### src/rtl/mem_arbiter.sv
// Round-robin arbiter/sequencer between the CPU (port A) and loader (port B)
// for the shared 4096x16 memory with one-cycle registered read latency.
module mem_arbiter #(
  parameter int AW = 12,
  parameter int DW = 16
) (
  input  logic          clk,
  input  logic          reset_n,
  // Request handshake: req is held with we/addr/wdata stable until a one-cycle
  // ack; the requester drops req at the edge ending the ack cycle, otherwise
  // the request is arbitrated again. Read results arrive with a rvalid pulse.
  input  logic          req_a,
  input  logic          we_a,
  input  logic [AW-1:0] addr_a,
  input  logic [DW-1:0] wdata_a,
  input  logic          req_b,
  input  logic          we_b,
  input  logic [AW-1:0] addr_b,
  input  logic [DW-1:0] wdata_b,
  output logic          ack_a,
  output logic          ack_b,
  output logic          rvalid_a,
  output logic          rvalid_b,
  output logic [DW-1:0] rdata_a,
  output logic [DW-1:0] rdata_b,
  output logic          busy,
  output logic [1:0]    state_dbg,   // 0 = IDLE, 1 = ISSUE, 2 = DATA
  output logic [AW-1:0] mem_adress,
  output logic          mem_read,
  output logic          mem_write,
  output logic [DW-1:0] mem_indata,
  input  logic [DW-1:0] mem_outdata
);

  typedef enum logic [1:0] {IDLE = 2'd0, ISSUE = 2'd1, DATA = 2'd2} state_t;

  state_t        state_q, state_d;
  logic          last_b_q, last_b_d;   // last granted port; owner of the current transaction
  logic          ack_a_q, ack_a_d, ack_b_q, ack_b_d;
  logic          rvalid_a_q, rvalid_a_d, rvalid_b_q, rvalid_b_d;
  logic          busy_q, busy_d;
  logic          mem_read_q, mem_read_d, mem_write_q, mem_write_d;
  logic [AW-1:0] mem_adress_q, mem_adress_d;
  logic [DW-1:0] mem_indata_q, mem_indata_d;
  logic [DW-1:0] rdata_a_q, rdata_a_d, rdata_b_q, rdata_b_d;
  logic          grant_b;
  logic          grant_we;

  always_comb begin
    state_d      = state_q;
    last_b_d     = last_b_q;
    ack_a_d      = 1'b0;
    ack_b_d      = 1'b0;
    rvalid_a_d   = 1'b0;
    rvalid_b_d   = 1'b0;
    busy_d       = 1'b0;
    mem_read_d   = 1'b0;
    mem_write_d  = 1'b0;
    mem_adress_d = mem_adress_q;
    mem_indata_d = mem_indata_q;
    rdata_a_d    = rdata_a_q;
    rdata_b_d    = rdata_b_q;
    grant_b      = req_b && (!req_a || !last_b_q);
    grant_we     = grant_b ? we_b : we_a;
    case (state_q)
      IDLE: begin
        if (req_a || req_b) begin
          last_b_d     = grant_b;
          ack_a_d      = !grant_b;
          ack_b_d      = grant_b;
          mem_adress_d = grant_b ? addr_b : addr_a;
          mem_indata_d = grant_b ? wdata_b : wdata_a;
          mem_write_d  = grant_we;
          mem_read_d   = !grant_we;
          busy_d       = 1'b1;
          state_d      = ISSUE;
        end
      end
      ISSUE: begin
        // A write is finished once the memory has sampled the strobe.
        state_d = mem_write_q ? IDLE : DATA;
        busy_d  = !mem_write_q;
      end
      DATA: begin
        if (last_b_q) begin
          rdata_b_d  = mem_outdata;
          rvalid_b_d = 1'b1;
        end else begin
          rdata_a_d  = mem_outdata;
          rvalid_a_d = 1'b1;
        end
        state_d = IDLE;
      end
      default: state_d = IDLE;
    endcase
  end

  always_ff @(posedge clk) begin
    if (!reset_n) begin
      state_q      <= IDLE;
      last_b_q     <= 1'b1;
      ack_a_q      <= 1'b0;
      ack_b_q      <= 1'b0;
      rvalid_a_q   <= 1'b0;
      rvalid_b_q   <= 1'b0;
      busy_q       <= 1'b0;
      mem_read_q   <= 1'b0;
      mem_write_q  <= 1'b0;
      mem_adress_q <= '0;
      mem_indata_q <= '0;
      rdata_a_q    <= '0;
      rdata_b_q    <= '0;
    end else begin
      state_q      <= state_d;
      last_b_q     <= last_b_d;
      ack_a_q      <= ack_a_d;
      ack_b_q      <= ack_b_d;
      rvalid_a_q   <= rvalid_a_d;
      rvalid_b_q   <= rvalid_b_d;
      busy_q       <= busy_d;
      mem_read_q   <= mem_read_d;
      mem_write_q  <= mem_write_d;
      mem_adress_q <= mem_adress_d;
      mem_indata_q <= mem_indata_d;
      rdata_a_q    <= rdata_a_d;
      rdata_b_q    <= rdata_b_d;
    end
  end

  assign ack_a      = ack_a_q;
  assign ack_b      = ack_b_q;
  assign rvalid_a   = rvalid_a_q;
  assign rvalid_b   = rvalid_b_q;
  assign rdata_a    = rdata_a_q;
  assign rdata_b    = rdata_b_q;
  assign busy       = busy_q;
  assign state_dbg  = state_q;
  assign mem_adress = mem_adress_q;
  assign mem_read   = mem_read_q;
  assign mem_write  = mem_write_q;
  assign mem_indata = mem_indata_q;

endmodule

### config.mk
export PLATFORM = sky130hd
export DESIGN_NAME = mem_arbiter
export DESIGN_NICKNAME = d
export VERILOG_FILES = /design/src/rtl/mem_arbiter.sv
export SDC_FILE = /design/constraint.sdc
export NUM_CORES = 1
export LEC_CHECK = 0
export BUFFER_PORTS_ARGS = -buffer_cell sky130_fd_sc_hd__clkbuf_2
export CAP_MARGIN = 40
export CELL_PAD_IN_SITES_DETAIL_PLACEMENT = 1
export CELL_PAD_IN_SITES_GLOBAL_PLACEMENT = 2
export CORE_MARGIN = 5
export CORE_UTILIZATION = 22
export CTS_CLUSTER_SIZE = 25
export DETAILED_ROUTE_END_ITERATION = 7
export PLACE_DENSITY_LB_ADDON = 0.3
export SYNTH_ARGS = -nofsm -noshare
export SYNTH_HDL_FRONTEND = slang
export SYNTH_SLANG_ARGS = --single-unit
### constraint.sdc
create_clock -name clk -period 1.3 [get_ports clk]
set_input_delay 0.26 -clock clk [delete_from_list [all_inputs] [get_ports clk]]
set_output_delay 0.26 -clock clk [all_outputs]
set_load 0.03 [all_outputs]
==> out/summary.txt <==
Synthesis-to-finish area growth = 52.7%
Critical path class = register to register
Reg2reg start = last_b_q
Hold Violations, Final = 0
Worst-path cell chain = nand2b_4 > and3_4 > buf_6 > a221o_1
Max-cap violations = 0
CTS tree = done
Hold Crit Class = input port to register
Number of routed nets with antenna violations = 0
Internal power = 4.21 mW
Clock transition at the registers of the reported paths = 60 ps
DIE WIDTH = 121 um
GRT Util Overall = 12.3%
Clock Skews = 3.77 ps
Status = finished with violations
Routed wire length = 9.13 mm
Arrival time worst endpoint = 1510 ps
WHS = 159 ps
Yosys cell types = 26
Clock tree buffer depth = 2
Hold Path Origin = wdata_a[8]
Non-filler cells, final = 577
Fmax = 0.769 GHz
Worst Path Max Fanout = 8
DIE AREA = 14500 um^2
RR Endpoint = mem_indata[1]
Top FF cell, synth = dfxtp_1
Mapped Cells = 268
Final total power = 5.73 mW
Final setup viols = 1
Worst R2R Setup Slack = -0.1 ps
Clock Latency Late Sink = 330 ps
Max-slew violation count = 0
Top Family by Delay on Critical Path = flip-flops
Pwr dens = 1390 nW/um^2
Cell Area, Synth = 2690 um^2
Post-synth EDFFs = 0
Worst path max stage delay = 360 ps
Net Sw Frac = 26.6%
Buffers & Inverters on Critical Path = 1
Flop pwr share = 41.4%
Logic pwr share = 17.6%
Drt pass-1 iters = 3
Placer Congestion = 0.727
Via count = 2561
Syn. warnings = 0
Crit path time final = 1300 ps
Worst reg2reg path depth = 4
Share of layout cells above drive strength 1 = 47.2%
Unrepaired setup endpoints after global routing = yes
Worst Max-Slew Pin Slew = 301 ps
WL/cell = 15.8 um
Core Region = 12000 um^2
Dpl hpwl = 6.57 mm
Drt via density = 4.44
Max-slew headroom = 79.6%
Initial Util = 22.4%
Worst Setup End Kind = register
Clock network fraction of total power = 41.0%
Initial DRC count = 87
Port bufs = 146
Hold depth = 2
Fin crit share = 100%
Largest net degree at the start of global routing = 30
First-pass GRT wire length = 14.0 mm
Grt ovf = 0
Filler instances = 1430
Setup_tns = -0.121 ps
Post-layout nets = 504
Vias in the first global route = 2748
Failing checks = setup timing
Post-synth ARST share = 0%
CTS root buf = clkbuf_16
H-Tree Depth = 3
Initial antenna violation count = 0
Synthesized flop and latch total = 70
Cell Rows = 40
Fin worst setup slack = -0.121 ps
Worst hold path endpoint = mem_indata[8]
Peak VDD IR = 525 uV
Syn_area_per_cell = 10.0 um^2
Cts bufs inserted = 9
P_sw = 1.52 mW
Num ports = 147
DIE HEIGHT = 121 um
Leakage = 1.98 nW
DRC violations left = 0
Synth Net Count = 346
ANT cells = 0
CP required = 1510 ps
Final design utilization = 34.2%
Clk sink count = 70
Slowest CP cell = dfxtp_4
Nature of the critical path startpoint = register
Register area share after synthesis = 52.1%
Placed Cells = 556
## worst register-to-register path: cells and delay by family, from the launching register on
family / cells / cell delay, ps
AOI/OAI and AO/OA: 1 / 340
buffers and inverters: 1 / 150
DFF: 1 / 360
and+or+nand+nor: 2 / 340
## placed cells by master (no fill, tap or decap), drive strengths merged
cell type  netlist  final
nand3b           1      1
nor2b            1      1
a21boi          34     34
or3b             1      1
a21oi            1      1
dfxtp           70     70
and3            29     29
clkbuf           8    164
a221o           28     28
nor4bb           1      1
buf             15     21
a21o             1      1
mux2i            1      1
or2              1      1
inv              2      2
nor2             2      2
and3b            1      1
nand2           65     65
nor3b            2      2
nand2b           1      1
and2             3      3
## flip-flops by register name, indices dropped and copies added, names as in the netlist, 2 cells and up
| register | flops |
|---|---|
| mem_indata | 16 |
| rdata_a | 16 |
| rdata_b | 16 |
| mem_adress | 12 |
| state_dbg | 2 |
## logic make-up (layout without fill, tap and decap cells)
kind of cell           Yosys count  after routing  share of synthesized area, %
buffers and inverters           25            187                          5.86
flip-flops                      70             70                          52.1
multiplexers                     1              1                         0.372
AND/OR/NAND/NOR                108            108                          21.3
AO/OA/AOI/OAI                   64             64                          20.4
## area by class of cell
class / count / area (um^2) / share of cell area, %
Multi-Input combinational cell: 173 / 1150 / 27.9
Sequential cell: 70 / 1410 / 34.4
Inverter: 2 / 7.51 / 0.183
Tap cell: 147 / 184 / 4.48
Clock buffer: 15 / 288 / 7.00
Timing Repair Buffer: 170 / 1070 / 26.0
## worst max path at each step
stage	from	to	slack, ps	depth (start not counted)
floorplan	last_b_q	rdata_a[5]	3	6
global placement	reset_n	mem_indata[14]	-30	5
detailed placement	reset_n	mem_adress[5]	-80	5
CTS	state_dbg[0]	mem_adress[5]	9	4
global route	last_b_q	mem_indata[1]	-30	4
finish	last_b_q	mem_indata[1]	-0.1	4
## power by group through the flow
stage,clock (mW),combinational (mW),sequential [mW]
after floorplan,0,0.301,2.66
after global placement,0,0.938,2.42
after detailed placement,0,0.952,2.41
after CTS,2.43,0.952,2.37
after global routing,2.53,1.09,2.39
final,2.35,1.01,2.37
## cell usage after synthesis (2+ instances only)
library cell  number  area share, %
a21boi_0          13            3.6
and3_1            28            6.5
nor3b_4            2            1.4
nor2_1             2           0.28
inv_1              2           0.28
buf_2              6            1.1
a21boi_1          21            5.9
nand2_2           10            2.3
and2_1             3           0.70
buf_6              6            2.5
nand2_1           55            7.7
clkbuf_1           8            1.1
a221o_1           28             10
buf_4              3           0.84
dfxtp_1           70             52
## layer usage
layer	vias up	wire length [um]	global-route usage, %
li1	1269	-	-
met4	0	152	5.74
met5	-	0	0
met1	1175	3900	14.5
met2	105	4260	19.7
met3	12	813	4.54
## timing repair
action                                  4_1_cts  5_1_grt
cloned                                        0        4
hold buffers                                  0        0
gates resized for setup                       1       10
pin swaps                                     1       28
setup buffers                                 0        2
endpoints found under the setup margin        5       31
## through the flow
stage / instance area, um^2 / worst slack [ps]
after floorplan: 2700 / 2.61
after global placement: 3680 / -26.6
after detailed placement: 3680 / -79.3
after CTS: 3970 / 8.70
after global routing: 4110 / -27.4
final: 4110 / -0.121
Power figures use the tool's default switching activity.
